--- src/rtl/uart_tx_arbiter.sv ---
// Round-robin arbiter sharing one UART transmitter among NUM_REQ byte producers.
// Latches the winning byte, pulses tx_start, then follows the transmitter through
// busy and back to idle. Optional burst lock keeps the grant until req_last.
module uart_tx_arbiter #(
  parameter int unsigned NUM_REQ     = 4,
  parameter int unsigned WORD_WIDTH  = 8,
  parameter int unsigned LOCK_BURST  = 1,
  parameter int unsigned ACK_TIMEOUT = 16,
  localparam int unsigned IdW        = $clog2(NUM_REQ),
  localparam int unsigned CntW       = $clog2(ACK_TIMEOUT)
) (
  input  logic                          clock,
  input  logic                          rst,
  input  logic [NUM_REQ-1:0]            req_valid,
  input  logic [NUM_REQ*WORD_WIDTH-1:0] req_data,
  input  logic [NUM_REQ-1:0]            req_last,
  output logic [NUM_REQ-1:0]            req_ready,
  output logic [WORD_WIDTH-1:0]         tx_data_out,
  output logic                          tx_start,
  input  logic                          tx_ready,
  output logic [IdW-1:0]                grant_id,
  output logic                          busy,
  output logic                          tx_timeout
);

  typedef enum logic [1:0] {StIdle, StLaunch, StWaitAck, StWaitDone} state_e;

  localparam logic [IdW-1:0]  LastIdx = IdW'(NUM_REQ - 1);
  localparam logic [CntW-1:0] AckLast = CntW'(ACK_TIMEOUT - 1);

  state_e                state_q, state_d;
  logic [CntW-1:0]       cnt_q, cnt_d;
  logic [WORD_WIDTH-1:0] hold_q;
  logic [IdW-1:0]        last_grant_q;
  logic [IdW-1:0]        grant_q;
  logic                  lock_q;
  logic                  timeout_q;
  logic                  timeout_set;

  logic                  win_found;
  logic [IdW-1:0]        win_idx;
  logic                  accept;

  // Winner search: upward from last_grant+1 with wrap; only last_grant while locked.
  always_comb begin
    int unsigned idx;
    win_found = 1'b0;
    win_idx   = '0;
    idx       = 0;
    if (lock_q) begin
      win_found = req_valid[last_grant_q];
      win_idx   = last_grant_q;
    end else begin
      for (int unsigned k = 1; k <= NUM_REQ; k++) begin
        idx = (int'(last_grant_q) + k) % NUM_REQ;
        if (!win_found && req_valid[idx]) begin
          win_found = 1'b1;
          win_idx   = idx[IdW-1:0];
        end
      end
    end
  end

  // Gated by rst so req_ready stays at its reset value while reset is held.
  assign accept = (state_q == StIdle) && tx_ready && win_found && !rst;

  // One-hot ready for the current winner.
  always_comb begin
    req_ready = '0;
    if (accept) begin
      req_ready[win_idx] = 1'b1;
    end
  end

  // Next-state, start pulse and ack-timeout counter.
  always_comb begin
    state_d     = state_q;
    cnt_d       = cnt_q;
    tx_start    = 1'b0;
    timeout_set = 1'b0;
    unique case (state_q)
      StIdle: begin
        if (accept) state_d = StLaunch;
      end
      StLaunch: begin
        tx_start = 1'b1;
        cnt_d    = '0;
        state_d  = StWaitAck;
      end
      StWaitAck: begin
        if (!tx_ready) begin
          state_d = StWaitDone;
        end else if (cnt_q == AckLast) begin
          // Transmitter never took the byte; drop it and free the arbiter.
          timeout_set = 1'b1;
          state_d     = StIdle;
        end else begin
          cnt_d = cnt_q + 1'b1;
        end
      end
      StWaitDone: begin
        if (tx_ready) state_d = StIdle;
      end
      default: state_d = StIdle;
    endcase
  end

  // State and counter registers.
  always_ff @(posedge clock) begin
    if (rst) begin
      state_q <= StIdle;
      cnt_q   <= '0;
    end else begin
      state_q <= state_d;
      cnt_q   <= cnt_d;
    end
  end

  // Byte capture, round-robin pointer, burst lock and sticky timeout flag.
  always_ff @(posedge clock) begin
    if (rst) begin
      hold_q       <= '0;
      last_grant_q <= LastIdx;
      grant_q      <= '0;
      lock_q       <= 1'b0;
      timeout_q    <= 1'b0;
    end else begin
      if (accept) begin
        hold_q       <= req_data[win_idx*WORD_WIDTH +: WORD_WIDTH];
        last_grant_q <= win_idx;
        grant_q      <= win_idx;
        lock_q       <= (LOCK_BURST != 0) && !req_last[win_idx];
      end
      if (timeout_set) begin
        timeout_q <= 1'b1;
        lock_q    <= 1'b0;
      end
    end
  end

  assign tx_data_out = hold_q;
  assign grant_id    = grant_q;
  assign busy        = (state_q != StIdle);
  assign tx_timeout  = timeout_q;

endmodule

--- config.mk ---
export PLATFORM = sky130hd
export DESIGN_NAME = uart_tx_arbiter
export DESIGN_NICKNAME = d
export VERILOG_FILES = /design/src/rtl/uart_tx_arbiter.sv
export SDC_FILE = /design/constraint.sdc
export NUM_CORES = 1
export LEC_CHECK = 0
export ABC_AREA = 1
export BUFFER_PORTS_ARGS = -buffer_cell sky130_fd_sc_hd__buf_4
export CORE_AREA = 2 2 68 70
export DETAILED_ROUTE_END_ITERATION = 10
export DIE_AREA = 0 0 70 72
export GPL_TIMING_DRIVEN = 0
export PLACE_DENSITY = 0.63
export SLEW_MARGIN = 20
export SYNTH_ARGS = -nofsm -noshare
export SYNTH_HDL_FRONTEND = slang
export SYNTH_SLANG_ARGS = --single-unit
--- constraint.sdc ---
create_clock -name clock -period 2.9 [get_ports clock]
set_clock_uncertainty 0.05 [all_clocks]
set_input_delay 0.435 -clock clock [delete_from_list [all_inputs] [get_ports clock]]
set_output_delay 0.435 -clock clock [all_outputs]
set_load 0.1 [all_outputs]
==> impl_metrics.env <==
export IMPL_max_freq_mhz=367
export IMPL_hold_path_class="primary input to flop"
export IMPL_synth_area_um2=1460
export IMPL_wl_per_cell_um=11.7
export IMPL_maxCapViolCount=0
export IMPL_drt_wl_total_um=4170
export IMPL_clkPwrFrac_pct=10.4
export IMPL_cts_hold_buffers=0
export IMPL_drive_gt1_share_pct=33.9
export IMPL_grt_use_total_pct=16.0
export IMPL_coreArea_um2=4260
export IMPL_outcome="finished, final reports clean"
export IMPL_final_cell_area_um2=2100
export IMPL_viasPerCell=4.85
export IMPL_chipWidth_um=70
export IMPL_place_area_um2=1970
export IMPL_cts_root_buffer="clkbuf_8"
export IMPL_p_seq_share_pct=15.9
export IMPL_start_util_pct=34.1
export IMPL_finalCriticalPeriod_ps=2730
export IMPL_detail_route_antenna_nets=0
export IMPL_yosysSeqAreaShare_pct=27.5
export IMPL_clk_path_buf_depth=2
export IMPL_via_count=1727
export IMPL_slew_headroom_pct=72.2
export IMPL_die_area_um2=5040
export IMPL_synthCells=234
export IMPL_tightest_slew_ps=417
export IMPL_finalHoldViolCount=0
export IMPL_cts_inserted_buffers=3
export IMPL_io_buffers=59
export IMPL_n_antenna_cell=0
export IMPL_ys_types=29
export IMPL_antenna_found_initial=0
export IMPL_ios=60
export IMPL_clk_latency_ps=250
export IMPL_post_place_cells=345
export IMPL_cp_end_kind="output pin"
export IMPL_ys_warn_count=0
export IMPL_synth_top_cell_by_area="dfxtp_1"
export IMPL_crit_type="flop to output pin"
export IMPL_rsz0062_at_grt="false"
export IMPL_syn_nets=278
export IMPL_sw_frac_of_total_pct=58.2
export IMPL_timing_final_crit_share_pct=94.0
export IMPL_power_frac_comb_pct=73.8
export IMPL_drc_errors=0
export IMPL_required_ps=2410
export IMPL_drt_pass1_iter_count=4
export IMPL_worst_r2r_path_depth=14
export IMPL_crit_path_start_kind="flop"
export IMPL_die_h_um=72
export IMPL_netlist_top_cells_area="dfxtp_1, nand3_1, nand2_1"
export IMPL_first_iter_violations=91
export IMPL_clock_sinks=20
export IMPL_grt_overflow=0
export IMPL_clk_pin_slew_ps=80
export IMPL_power_leakage_nw=1.08
export IMPL_grt_pass1_wl_um=6670
export IMPL_nets=349
export IMPL_tns_ps=0
export IMPL_syn2layout_area_growth_pct=44.5
export IMPL_grt_start_max_net_pins=13
export IMPL_place_gp_congestion=0.812
export IMPL_final_util_pct=49.3
export IMPL_cts_htree_levels=1
export IMPL_p_int_w=0.00112
export IMPL_final_cells=356
export IMPL_ir_drop_uv=1040
export IMPL_synth_seq_cells=20
export IMPL_hpwl_um=3210
export IMPL_cp_arrival_ps=2240
export IMPL_holdPathStages=2
export IMPL_switchingPower_w=0.00156
export IMPL_setup_viol=0
export IMPL_avgSynthCellArea_um2=6.22
export IMPL_synth_top_area_share_pct=27.5
export IMPL_grt_pass1_vias=1483
export IMPL_power_density_nw_per_um2=1270
export IMPL_cts_tree="yes"
export IMPL_rows=24
export IMPL_cp_max_fo=10
export IMPL_drv_slew=0
export IMPL_worst_path_max_delay_cell="dfxtp_1"
export IMPL_path_cells="buf_6 > nand2_1 > nand2_1 > o21ai_2 > nand2_1 > nand3_4 > nand2_4 > buf_6 > nor2_2 > inv_1 > nor2_2 > buf_6"
export IMPL_crit_path_max_incr_delay_ps=330
[layer usage]
layer | part of all wire (%) | GRT usage, % | vias to the layer above | wire [um]
met5 | 0 | 0 | - | 0
met4 | 0.93 | 3.21 | 0 | 39
met3 | 5.2 | 2.36 | 4 | 219
met2 | 45 | 24.7 | 52 | 1880
met1 | 49 | 23.8 | 758 | 2040
li1 | - | - | 913 | -
[flip-flops by register name (all words and copies together) (netlist names)]
signal and count:
last_grant_q 2, cnt_q 4, state_q 2, lock_q 1, tx_timeout 1, tx_data_out 8
grant_id 2
[worst paths after layout]
check	to	slack, ps	startpoint
hold / removal	tx_timeout	330	rst
setup reg to reg	tx_data_out[3]	880	last_grant_q[0]
setup / recovery	req_ready[0]	170	last_grant_q[0]
hold reg to reg	tx_timeout	410	tx_timeout
[synthesized netlist by cell type]
library cell,number
nand2_1,74
nand3_1,61
dfxtp_1,20
inv_1,17
nor2_1,10
a21oi_1,6
nand2_2,5
nor3_1,5
buf_2,4
buf_6,3
inv_2,3
nand2_4,3
o21ai_0,3
buf_4,2
nand4_1,2
nor2_2,2
o211ai_1,2
a211oi_2,1
a21oi_2,1
a21oi_4,1
a31oi_1,1
clkbuf_1,1
clkinv_2,1
ha_1,1
nand3_2,1
nand3_4,1
o21ai_1,1
o21ai_2,1
xor2_1,1
[power groups by stage]
stage          Sequential, W  Combinational, W  Clock [W]
2_1_floorplan       0.000887           0.00104          0
3_3_place_gp        0.000427           0.00189          0
3_5_place_dp        0.000429           0.00189          0
4_1_cts             0.000424           0.00190   0.000277
5_1_grt             0.000436           0.00212   0.000291
6_report            0.000424           0.00197   0.000277
[kinds of logic after synthesis]
family	share of synthesized area, %
flops	27.5
buf+inv	10.5
simple gates	52.5
xor+xnor	0.602
compound gates	8.08
fa+ha+maj	0.860
[critical path: cells and delay by family, from the launching register on]
kind                   cells  cell delay [ps]
buffers and inverters      4              600
flip-flops                 1              330
AND/OR/NAND/NOR            7              840
AO/OA/AOI/OAI              1              200
[metrics by stage]
| step | power, W | worst slack, ps | hold slack (ps) |
|---|---|---|---|
| final | 0.00267 | 175 | 328 |
| after global placement | 0.00231 | 282 | 393 |
| after floorplan | 0.00193 | -285 | 402 |
| after CTS | 0.00260 | 63.4 | 331 |
| after detailed placement | 0.00232 | 283 | 407 |
| after global routing | 0.00285 | 11.7 | 331 |
[what timing repair did]
item,4_1_cts,5_1_grt
endpoints found under the setup margin,0,4
setup buffers,0,7
gates resized for setup,0,4
[final cells by class]
class	count	area (um^2)
fill	445	2160
multi-input combinational	183	910
timing repair buffer	66	503
sequential	20	402
inverter	21	80.1
buffer	10	72.6
tap	52	65.1
clock buffer	3	41.3
clock inverter	1	30.0
[cells in the final DEF, fill, tap and decap left out, types with 4 or more instances in the layout]
cell type  instances
nand2_1           74
buf_4             66
nand3_1           61
dfxtp_1           19
inv_1             17
nor2_1             7
a21oi_1            6
buf_6              5
nand2_2            5
nor2_2             5
nor3_1             5
buf_2              4
Note: power is estimated with default switching activity, not from simulation.
